<file path="src/rtl/multdiv_param.sv">
// multdiv_param: iterative MIPS multiply/divide unit owning HI/LO, with madd/msub accumulate,
// cancel and a done pulse; operand width and bits retired per clock are parameters.
module multdiv_param #(
  parameter int WIDTH          = 32,
  parameter int BITS_PER_CYCLE = 1
) (
  input  logic             clk,
  input  logic             reset_b,
  input  logic             start,
  input  logic [1:0]       op,
  input  logic             signedop,
  input  logic             cancel,
  input  logic [WIDTH-1:0] x,
  input  logic [WIDTH-1:0] y,
  output logic [WIDTH-1:0] prodh,
  output logic [WIDTH-1:0] prodl,
  output logic             run,
  output logic             done,
  output logic             dividebyzero
);

  localparam int N     = WIDTH / BITS_PER_CYCLE;
  localparam int CNT_W = (N > 1) ? $clog2(N) : 1;
  localparam logic [CNT_W-1:0] LAST_CNT = CNT_W'(N - 1);
  localparam logic [CNT_W-1:0] CNT_ONE  = CNT_W'(1);
  localparam logic [1:0] OP_MULT = 2'b00;
  localparam logic [1:0] OP_DIV  = 2'b01;
  localparam logic [1:0] OP_MADD = 2'b10;
  localparam logic [1:0] OP_MSUB = 2'b11;

  typedef enum logic [1:0] {
    ST_IDLE  = 2'b00,
    ST_ITER  = 2'b01,
    ST_FIXUP = 2'b10
  } state_t;

  // One clock of BITS_PER_CYCLE shift-add (mult) or restoring-subtract (div) steps on HI:LO.
  function automatic logic [2*WIDTH-1:0] iter_step(input logic             is_div,
                                                   input logic [WIDTH-1:0] hi_in,
                                                   input logic [WIDTH-1:0] lo_in,
                                                   input logic [WIDTH-1:0] d);
    logic [WIDTH-1:0] hi;
    logic [WIDTH-1:0] lo;
    logic [WIDTH:0]   t;
    hi = hi_in;
    lo = lo_in;
    t  = {(WIDTH+1){1'b0}};
    for (int i = 0; i < BITS_PER_CYCLE; i++) begin
      if (is_div) begin
        t  = {hi, lo[WIDTH-1]};
        lo = {lo[WIDTH-2:0], 1'b0};
        if (t >= {1'b0, d}) begin
          t     = t - {1'b0, d};
          lo[0] = 1'b1;
        end else begin
          lo[0] = 1'b0;
        end
        hi = t[WIDTH-1:0];
      end else begin
        t  = {1'b0, hi} + (lo[0] ? {1'b0, d} : {(WIDTH+1){1'b0}});
        lo = {t[0], lo[WIDTH-1:1]};
        hi = t[WIDTH:1];
      end
    end
    return {hi, lo};
  endfunction

  state_t            state_r, state_s;
  logic [1:0]        op_r, op_s;
  logic              xs_r, xs_s;
  logic              ys_r, ys_s;
  logic              dbz_pend_r, dbz_pend_s;
  logic [WIDTH-1:0]  opnd_r, opnd_s;
  logic [WIDTH-1:0]  work_hi_r, work_hi_s;
  logic [WIDTH-1:0]  work_lo_r, work_lo_s;
  logic [CNT_W-1:0]  cnt_r, cnt_s;
  logic [WIDTH-1:0]  prodh_r, prodh_s;
  logic [WIDTH-1:0]  prodl_r, prodl_s;
  logic              run_r, run_s;
  logic              done_r, done_s;
  logic              dbz_r, dbz_s;
  logic              dbz_prev_r, dbz_prev_s;

  logic              x_neg_s, y_neg_s;
  logic [WIDTH-1:0]  step_hi_s, step_lo_s;
  logic [2*WIDTH-1:0] prod_mag_s, prod_s, result_s;
  logic [WIDTH-1:0]  quot_s, rem_s;

  assign x_neg_s = signedop & x[WIDTH-1];
  assign y_neg_s = signedop & y[WIDTH-1];
  assign {step_hi_s, step_lo_s} = iter_step(op_r == OP_DIV, work_hi_r, work_lo_r, opnd_r);

  // Sign correction, divide-by-zero result and HI:LO accumulate applied in FIXUP
  always_comb begin
    prod_mag_s = {work_hi_r, work_lo_r};
    prod_s     = (xs_r ^ ys_r) ? -prod_mag_s : prod_mag_s;
    quot_s     = (xs_r ^ ys_r) ? -work_lo_r : work_lo_r;
    rem_s      = xs_r ? -work_hi_r : work_hi_r;
    case (op_r)
      OP_MULT: result_s = prod_s;
      OP_DIV:  result_s = {rem_s, quot_s};
      OP_MADD: result_s = {prodh_r, prodl_r} + prod_s;
      OP_MSUB: result_s = {prodh_r, prodl_r} - prod_s;
      default: result_s = prod_s;
    endcase
    if (dbz_pend_r) begin
      result_s = {work_hi_r, {WIDTH{1'b1}}};
    end else begin
      result_s = result_s;
    end
  end

  // Next-state and working-register update for IDLE -> ITER -> FIXUP -> IDLE
  always_comb begin
    state_s    = state_r;
    op_s       = op_r;
    xs_s       = xs_r;
    ys_s       = ys_r;
    dbz_pend_s = dbz_pend_r;
    opnd_s     = opnd_r;
    work_hi_s  = work_hi_r;
    work_lo_s  = work_lo_r;
    cnt_s      = cnt_r;
    prodh_s    = prodh_r;
    prodl_s    = prodl_r;
    run_s      = run_r;
    done_s     = 1'b0;
    dbz_s      = dbz_r;
    dbz_prev_s = dbz_prev_r;
    case (state_r)
      ST_IDLE: begin
        // cancel wins over a same-cycle start
        if (start && !cancel) begin
          op_s       = op;
          xs_s       = x_neg_s;
          ys_s       = y_neg_s;
          work_lo_s  = x_neg_s ? -x : x;
          opnd_s     = y_neg_s ? -y : y;
          work_hi_s  = {WIDTH{1'b0}};
          cnt_s      = {CNT_W{1'b0}};
          run_s      = 1'b1;
          dbz_prev_s = dbz_r;
          dbz_s      = 1'b0;
          if ((op == OP_DIV) && (y == {WIDTH{1'b0}})) begin
            dbz_pend_s = 1'b1;
            work_hi_s  = x;
            state_s    = ST_FIXUP;
          end else begin
            dbz_pend_s = 1'b0;
            state_s    = ST_ITER;
          end
        end else begin
          state_s = ST_IDLE;
        end
      end
      ST_ITER: begin
        if (cancel) begin
          state_s = ST_IDLE;
          run_s   = 1'b0;
          dbz_s   = dbz_prev_r;
        end else begin
          work_hi_s = step_hi_s;
          work_lo_s = step_lo_s;
          cnt_s     = cnt_r + CNT_ONE;
          if (cnt_r == LAST_CNT) begin
            state_s = ST_FIXUP;
          end else begin
            state_s = ST_ITER;
          end
        end
      end
      ST_FIXUP: begin
        if (cancel) begin
          state_s = ST_IDLE;
          run_s   = 1'b0;
          dbz_s   = dbz_prev_r;
        end else begin
          prodh_s = result_s[2*WIDTH-1:WIDTH];
          prodl_s = result_s[WIDTH-1:0];
          done_s  = 1'b1;
          run_s   = 1'b0;
          dbz_s   = dbz_pend_r;
          state_s = ST_IDLE;
        end
      end
      default: begin
        state_s = ST_IDLE;
        run_s   = 1'b0;
      end
    endcase
  end

  // FSM state register
  always_ff @(posedge clk or negedge reset_b) begin
    if (!reset_b) begin
      state_r <= ST_IDLE;
    end else begin
      state_r <= state_s;
    end
  end

  // Working registers and registered outputs
  always_ff @(posedge clk or negedge reset_b) begin
    if (!reset_b) begin
      op_r       <= 2'b00;
      xs_r       <= 1'b0;
      ys_r       <= 1'b0;
      dbz_pend_r <= 1'b0;
      opnd_r     <= {WIDTH{1'b0}};
      work_hi_r  <= {WIDTH{1'b0}};
      work_lo_r  <= {WIDTH{1'b0}};
      cnt_r      <= {CNT_W{1'b0}};
      prodh_r    <= {WIDTH{1'b0}};
      prodl_r    <= {WIDTH{1'b0}};
      run_r      <= 1'b0;
      done_r     <= 1'b0;
      dbz_r      <= 1'b0;
      dbz_prev_r <= 1'b0;
    end else begin
      op_r       <= op_s;
      xs_r       <= xs_s;
      ys_r       <= ys_s;
      dbz_pend_r <= dbz_pend_s;
      opnd_r     <= opnd_s;
      work_hi_r  <= work_hi_s;
      work_lo_r  <= work_lo_s;
      cnt_r      <= cnt_s;
      prodh_r    <= prodh_s;
      prodl_r    <= prodl_s;
      run_r      <= run_s;
      done_r     <= done_s;
      dbz_r      <= dbz_s;
      dbz_prev_r <= dbz_prev_s;
    end
  end

  assign prodh        = prodh_r;
  assign prodl        = prodl_r;
  assign run          = run_r;
  assign done         = done_r;
  assign dividebyzero = dbz_r;

endmodule

</file>
<file path="config.mk">
export PLATFORM = sky130hd
export DESIGN_NAME = multdiv_param
export DESIGN_NICKNAME = d
export VERILOG_FILES = /design/src/rtl/multdiv_param.sv
export SDC_FILE = /design/constraint.sdc
export NUM_CORES = 1
export LEC_CHECK = 0
export CORE_MARGIN = 1.5
export CORE_UTILIZATION = 60
export DETAILED_ROUTE_END_ITERATION = 16
export GPL_ROUTABILITY_DRIVEN = 0
export PLACE_DENSITY = 0.84
export SLEW_MARGIN = 20
export SYNTH_ARGS = -nofsm -noshare
export SYNTH_HDL_FRONTEND = slang
export SYNTH_SLANG_ARGS = --single-unit
export TNS_END_PERCENT = 100
</file>
<file path="constraint.sdc">
create_clock -name clk -period 7.25 [get_ports clk]
set_input_delay 1.45 -clock clk [delete_from_list [all_inputs] [get_ports clk]]
set_output_delay 1.45 -clock clk [all_outputs]
set_load 0.02 [all_outputs]
</file>
# Yosys cells after proc, flatten, opt, wreduce, memory -nomap -nowiden
# Index checks and enable logic that the tools add are counted.
# op_classes
reduce_logical	13
eq_ne	10
mux	37
n_lt_le_gt_ge	1
bitwise_logic	4
addsub	10
# op_table
cell	n
two-way mux 32 bit	13
one-hot mux 64 bit (4 select lines)	1
two-way mux 64 bit	2
negation 32 bit	4
one-hot mux 32 bit (2 select lines)	2
adder 64 bit	1
negation 64 bit	1
subtractor 64 bit	1
adder 32 x 32 -> 33 bit	1
greater-or-equal comparator 33 x 32 -> 1 bit	1
zero test 32 bit	1
subtractor 32 bit	1
two-way mux 5 bit	2
one-hot mux 5 bit (2 select lines)	1
two-way mux 1 bit	9
two-way mux 2 bit	4
equality test 2 x 1 -> 1 bit, second input constant	3
equality test 2 bit, second input constant	3
!= test 2 bit, second input constant	3
AND reduction 2 bit	3
AND reduction 3 bit	2
adder 5 x 1 -> 5 bit, second input constant	1
equality test 5 bit, second input constant	1
zero test 2 bit	2
other kinds (10)	12
# word_totals
regBits	176
wordCells	90

# Longest topological paths before layout
# Gate-level depths: netlist of run 1.
# depth
depth_word	5
depth_mapped	30
mapped_depth_nobuf	25

# Least setup slack after synthesis of run 1
# OpenSTA, ideal clock, no wires.
# synth_timing
path_kind	register to register
startpoint	reg work_lo_r[0]
endpoint	reg prodh_r[24] (netlist: prodh[24])
stages_incl_launch_ff	30
setup_time_ns	0.143
arrival_time_ns	6.316
path_slack_ns	0.791
path_buffers	4
t_required_ns	7.107
cell_sequence	dfrtp_1 -> clkbuf_1 -> inv_1 -> buf_1 -> ha_1 -> or3b_2 -> clkbuf_1 -> or4_4 -> a21oi_2 -> o2111ai_2 -> nor3_1 -> and2_1 -> o21a_1 -> nand2_1 -> nor3_1 -> nor2_1 -> xnor2_1 -> ha_1 -> clkbuf_1 -> nand4_1 -> or4_1 -> o21a_1 -> o21ai_0 -> nor3_1 -> o211a_1 -> o21ai_0 -> a21boi_0 -> o31ai_1 -> xnor2_1 -> a21oi_1
# synth_via
elab_chain_len	5
# synth_rtl
item	line_no	source
start: declaration	75	logic [WIDTH-1:0] work_lo_r, work_lo_s;
start signal: assignment	211	work_lo_r <= {WIDTH{1'b0}};
start signal: assignment	226	work_lo_r <= work_lo_s;
negation 64 bit	96	prod_s = (xs_r ^ ys_r) ? -prod_mag_s : prod_mag_s;
two-way mux 64 bit *	96	
subtractor 64 bit or adder 64 bit (tied branches)	103, 102	
one-hot mux 64 bit (4 select lines) *	99	case (op_r)
two-way mux 64 bit *	106	if (dbz_pend_r) begin
end signal: assignment	213	prodh_r <= {WIDTH{1'b0}};
end signal: assignment	228	prodh_r <= prodh_s;
end: declaration	77	logic [WIDTH-1:0] prodh_r, prodh_s;
# Mark *: on every way between the ends. The rest lies on a longest branch, timed or not.
# A chain may end at the register's enable or synchronous reset.

# Worst setup path in the final report of run 1
# layout_timing
startpoint	reg work_lo_r[1]
endpoint	reg prodh_r[3] (netlist: prodh[3])
# The elaborated chain is that of the path after synthesis.

==> results of run 1 <==
==> tightest hold or removal path, cell delays in order, from the launching register on <==
cell and delay (ps):
dfrtp_1 340, nand2_1 50, o21ai_0 60
==> routing by layer <==
layer / up-vias / global-route usage [%] / routed length (um)
met2: 1597 / 59.1 / 30800
met3: 339 / 8.17 / 8900
met4: 0 / 20.6 / 3980
li1: 10800 / - / -
met5: - / 0 / 0
met1: 10900 / 49.2 / 27600
==> Yosys cell counts, types with 35 or more instances <==
cell type / count
a211oi_1: 35
a21o_1: 65
a21oi_1: 293
a31oi_1: 40
clkbuf_1: 176
dfrtp_1: 176
ha_1: 138
inv_1: 111
nand2_1: 365
nand3_1: 56
nand4_1: 49
nor2_1: 298
nor3_1: 55
o21ai_0: 290
xnor2_1: 177
xor2_1: 129
==> flip-flops by register name, indices dropped and copies added, names as in the netlist, 2 cells and up <==
name / cells
op_r: 2
cnt_r: 5
state_r: 2
prodl: 32
work_lo_r: 32
prodh: 32
opnd_r: 32
work_hi_r: 32
==> worst min path at each step <==
| stage | startpoint | to | slack (ps) | cells past startpoint |
|---|---|---|---|---|
| 2_1_floorplan | opnd_r[10] | opnd_r[10] | 450 | 2 |
| 3_3_place_gp | opnd_r[11] | opnd_r[11] | 460 | 2 |
| 3_5_place_dp | opnd_r[10] | opnd_r[10] | 470 | 2 |
| 4_1_cts | opnd_r[10] | opnd_r[10] | 490 | 2 |
| 5_1_grt | opnd_r[17] | opnd_r[17] | 510 | 2 |
| 6_report | opnd_r[10] | opnd_r[10] | 480 | 2 |
==> timing repair <==
| action | 4_1_cts | 5_1_grt |
|---|---|---|
| gates resized for setup | 0 | 2 |
| hold buffers | 0 | 0 |
| endpoints found under the setup margin | 0 | 5 |
==> cell families after synthesis <==
group | count (synthesis) | synth area share, %
xor+xnor | 308 | 12.5
simple gates | 1035 | 22.8
compound gates | 997 | 28.6
mux | 37 | 1.76
buf+inv | 313 | 5.67
fa+ha+maj | 141 | 8.26
flops | 176 | 20.4
==> report_power, final <==
group | switching, mW | total (mW) | internal (mW)
Combinational | 3.26 | 5.26 | 1.99
Clock | 0.458 | 1.02 | 0.558
Sequential | 0.445 | 1.58 | 1.13
Total | 4.16 | 7.85 | 3.68
==> per-stage QoR <==
step / std cells / hold slack (ps) / cell area, um^2 / util [%] / setup slack, ps
after floorplan: 3007 / 450 / 21600 / - / 791
after global placement: 3435 / 461 / 23100 / 64.9 / 747
after detailed placement: 3435 / 470 / 23100 / 64.9 / 507
after CTS: 3467 / 486 / 23700 / 66.6 / 476
after global routing: 3467 / 511 / 23700 / 66.6 / 31.5
final: 3467 / 480 / 23700 / 66.6 / 410
==> final cells by class <==
| class | count | area, um^2 | share of cell area (%) |
|---|---|---|---|
| inverters | 112 | 420 | 1.77 |
| clock inverters | 14 | 176 | 0.744 |
| well taps | 461 | 577 | 2.43 |
| flip-flops and latches | 176 | 4410 | 18.6 |
| clock buffers | 18 | 439 | 1.85 |
| repair buffers | 168 | 1610 | 6.77 |
| multi-input cells | 2518 | 16100 | 67.8 |
==> metrics.yaml, run 1 <==
run_status:
  status: "finished, final reports clean"
cts:
  clk_pin_slew_ps: 80
  cts_buffers: 17
  clk_latency_ps: 480
  tritoncts: "built"
  htree_levels: 4
  clk_path_buf_depth: 2
  clock-sinks: 176
  clockRootBuffer: "clkbuf_16"
  cts_setup_buffers: 0
setup_path:
  r2r_cells: 24
  required_ps: 7670
  worstSetupPathType: "flop to flop"
  reg2reg_to: "prodh[3]"
  crit_path_end: "prodh[3]"
  arrival_ps: 7260
  cp.depth: 24
  max_stage_delay_ps: 610
  r2r_slack_ps: 410
  cp-startpoint: "work_lo_r[1]"
  crit_slowest_cell: "o31ai_1"
  crit_chain: "inv_1 > ha_1 > or3b_2 > or4_4 > a21oi_2 > o2111ai_2 > nor3_1 > and2_1 > o21a_1 > nand2_1 > nor3_2 > a21oi_1 > xor2_1 > ha_1 > nand4_1 > nor3_1 > nand2_1 > o31ai_1 > a21boi_0 > xor2_1 > nor2_1 > a21oi_1 > o21ai_0 > mux2_2"
  start_kind: "flop"
  cp_num_buf_inv: 1
  cp_top_family: "simple AND/OR/NAND/NOR gates"
  cp-end-kind: "flop"
  worstReg2RegStart: "work_lo_r[1]"
  crit_fanout: 7
finish:
  syn2layout_area_growth_pct: 9.54
  drive_gt1_share_pct: 4.76
  layout_commonest_cell: "nand2_1"
  n_fill_cell: 3033
  mostFrequentLayoutCells: "nand2_1 (364), nor2_1 (297), a21oi_1 (292), o21ai_0 (290), xnor2_1 (176)"
  antenna_cells: 0
  final_nets: 3205
timing:
  slew_headroom_pct: 36.6
  rsz0062_at_grt: "no"
  fmax_ghz: 0.146
  setup_viol_count_final: 0
  slew_violations: 0
  hold_viol_final: 0
  clock_skew_ps: 16.3
  tightest_slew_ps: 950
  tns_ps: 0
  period_minus_slack_ps: 6840
  finalCritPeriodShare_pct: 94.4
synthesis:
  synth.area.top_cells: "dfrtp_1 (20%), ha_1 (8.0%), xnor2_1 (7.2%)"
  avgSynthCellArea_um2: 7.19
  ys_seq_area_share_pct: 20.4
  syn_nets: 3219
  async_flop_share_pct: 100
  synth_top_area_share_pct: 20.4
  ys_types: 95
  ys.flop_type: "dfrtp_1"
  synthCells: 3007
  synth-warning-count: 0
  synth_edf_count: 0
  synth-seq-cells: 176
  synth_area_um2: 21600
  synth_top_area_cell: "dfrtp_1"
detailed_routing:
  routed_wl_um: 71200
  wl_per_cell_um: 20.5
  antenna_left: 0
  first_pass_iters: 10
  viasPerCell: 6.82
  drc: 0
  vias: 23600
  drt-initial-drc-count: 3176
die:
  start_util_pct: 60.8
  io_pins: 138
  core_area_um2: 35600
  num_rows: 69
  dieArea_um2: 37200
  die-width_um: 193
  die_height_um: 193
global_route:
  grt_pass1_wl_um: 112000
  grtUsageTotal_pct: 38.1
  antenna_found_initial: 0
  grt_remaining_overflow: 0
  grt_pass1_vias: 21600
  grt_max_degree: 102
pwr:
  peakVddDrop_v: 0.000212
  leakage_nw: 9.95
  power_mw: 7.85
  p_per_area_nw_per_um2: 331
worst_hold_path:
  hold_path_class: "flop to flop"
placed_design:
  io_buffers: 137
  dp_hpwl_um: 53100
run:
  cap_violations: 0
No activity file was read; power rests on OpenSTA's default activity.
==> inputs of run 2 (changes only) <==
--- a/config.mk
+++ b/config.mk
@@ -6,10 +6,11 @@
 export NUM_CORES = 1
 export LEC_CHECK = 0
 export CORE_MARGIN = 1.5
-export CORE_UTILIZATION = 60
+export CORE_UTILIZATION = 35
+export CTS_CLUSTER_SIZE = 8
 export DETAILED_ROUTE_END_ITERATION = 16
 export GPL_ROUTABILITY_DRIVEN = 0
-export PLACE_DENSITY = 0.84
+export PLACE_DENSITY = 0.55
 export SLEW_MARGIN = 20
 export SYNTH_ARGS = -nofsm -noshare
 export SYNTH_HDL_FRONTEND = slang
==> run 2 against run 1 <==
Effect of this change: non-clock buffer count up 11; final cell count rose by 9.6%; flip-flop and latch count did not move; cell area up 2.1%; die area grew 70%; register-to-register slack got worse by 30 ps; clock skew shrank 3.9 ps; fmax decreased by 0.43%; global-route usage fell by 13 points; critical endpoint is now prodh[31]; highest routed layer unchanged.
==> metrics.yaml, run 2 (synthesis gave the netlist of run 1 again) <==
setup_path:
  max_stage_delay_ps: 560  # -50 ps
  crit_fanout: 8  # +1
  crit_slowest_cell: "or3b_2"
  start_kind: "flop"
  worstSetupPathType: "flop to flop"
  reg2reg_to: "prodh[31]"
  cp_top_family: "compound AO/OA/AOI/OAI gates"
  worstReg2RegStart: "work_lo_r[1]"
  required_ps: 7650  # -20 ps
  cp_num_buf_inv: 1  # unchanged
  arrival_ps: 7270  # about the same
  cp.depth: 25  # +4.2%
  r2r_slack_ps: 380  # -30 ps
  r2r_cells: 25  # +4.2%
  cp-end-kind: "flop"
pwr:
  p_per_area_nw_per_um2: 326  # -1.6%
  peakVddDrop_v: 0.000228  # +7.5%
  leakage_nw: 10.0  # +0.54%
  power_mw: 7.88  # +0.47%
finish:
  final_nets: 3216  # +0.34%
  layout_commonest_cell: "nand2_1"
  design_area_um2: 24200  # +2.1%
  mostFrequentLayoutCells: "nand2_1 (364), nor2_1 (297), a21oi_1 (291), o21ai_0 (290), xnor2_1 (176)"
  syn2layout_area_growth_pct: 11.8
  antenna_cells: 0  # unchanged
  drive_gt1_share_pct: 5.20  # +0.45 points
worst_hold_path:
  hold_path_class: "flop to flop"
  worstHoldPathCells: 2  # unchanged
  hold_end: "opnd_r[30]"
  hold_path_startpoint: "opnd_r[30]"
global_route:
  grt_pass1_vias: 21200  # -1.8%
  grt_remaining_overflow: 0  # unchanged
  grtUsageTotal_pct: 24.6  # -13 points
  grt_max_degree: 96  # -5.9%
  grt_pass1_wl_um: 122000  # +9.0%
  antenna_found_initial: 0  # unchanged
die:
  io_pins: 138  # unchanged
  die_height_um: 252  # +30%
  num_rows: 90  # +30%
  dieArea_um2: 63300  # +70%
  start_util_pct: 35.6  # -25 points
  die-width_um: 252  # +30%
  core_area_um2: 60700  # +71%
cts:
  clockRootBuffer: "clkbuf_16"
  cts_buffers: 17  # unchanged
  htree_levels: 4  # unchanged
  clock-sinks: 176  # unchanged
  cts_setup_buffers: 0  # unchanged
  tritoncts: "built"
  clk_path_buf_depth: 2  # unchanged
  clk_pin_slew_ps: 80  # about the same
  clk_latency_ps: 510  # +30 ps
timing:
  setup_viol_count_final: 0  # unchanged
  whs_ps: 480  # +0.340 ps
  tightest_slew_ps: 1190  # +237 ps
  hold_viol_final: 0  # unchanged
  rsz0062_at_grt: "yes"
  fmax_ghz: 0.146  # -0.43%
  slew_violations: 0  # unchanged
  slew_headroom_pct: 20.8  # -16 points
  period_minus_slack_ps: 6870  # +29.3 ps
  tns_ps: 0  # unchanged
  finalCritPeriodShare_pct: 94.8  # +0.40 points
  clock_skew_ps: 12.4  # -3.92 ps
detailed_routing:
  routed_wl_um: 78600  # +10%
  first_pass_iters: 6  # -4
  viasPerCell: 5.92  # -13%
  drc: 0  # unchanged
  antenna_left: 0  # unchanged
  vias: 22500  # -4.8%
  drt-initial-drc-count: 2660  # -16%
  wl_per_cell_um: 20.7  # +0.65%
placed_design:
  io_buffers: 137  # unchanged
  placed_area_um2: 23600  # +2.1%
  dp_hpwl_um: 61200  # +15%
run:
  cap_violations: 0  # unchanged
run_status:
  status: "finished, final reports clean"
-- run 2: cell count changes in the layout (fill, tap and decap cells not counted), moves of 2 or more --
cell and change:
inv_6 -2, inv_8 +4, clkbuf_8 +2, buf_4 +11, clkinv_2 -3
-- run 2: how the worst max path moves through the flow --
stage,startpoint,end,slack (ps)
global placement,work_lo_r[1],prodh[31],590
CTS,work_lo_r[1],prodh[31],360
global route,work_lo_r[1],prodh[31],-10
floorplan,work_lo_r[0],prodh[24],790
finish,work_lo_r[1],prodh[31],380
detailed placement,work_lo_r[1],prodh[31],380
-- run 2: final cells by class --
class	instances	area, um^2
multi-input cells	2518	16100
fillers	6285	36500
repair buffers	179	1690
inverters	112	420
clock buffers	19	453
clock inverters	13	166
flip-flops and latches	176	4410
well taps	782	978
-- run 2: metrics by stage --
stage / setup WS [ps] / instances / utilization, %
after detailed placement: 381 / 3767 / 38.8
after CTS: 355 / 3799 / 39.8
after global routing: -14.3 / 3799 / 39.9
after global placement: 591 / 3767 / 38.8
after floorplan: 791 / 3007 / -
final: 380 / 3799 / 39.9
-- run 2: tightest hold or removal path, stage by stage (launching register included) --
cell	delay (ps)
dfrtp_1	350
nand2_1	40
o21ai_0	60
-- run 2: routing by layer --
metal | GRT usage, % | share of wire (%)
met2 | 37.8 | 43
met3 | 4.02 | 7.9
met4 | 9.62 | 3.3
met1 | 34.2 | 45
met5 | 0 | 0
-- run 2: power breakdown --
part | internal [mW] | switching (mW) | total, mW
combinational | 2.01 | 3.29 | 5.30
sequential | 1.13 | 0.435 | 1.57
clock | 0.540 | 0.478 | 1.02
-- run 2: timing repair --
action | 4_1_cts | 5_1_grt
endpoints found under the hold margin | 0 | 0
resized for setup | 0 | 4
hold buffers | 0 | 0
endpoints found under the setup margin | 0 | 12
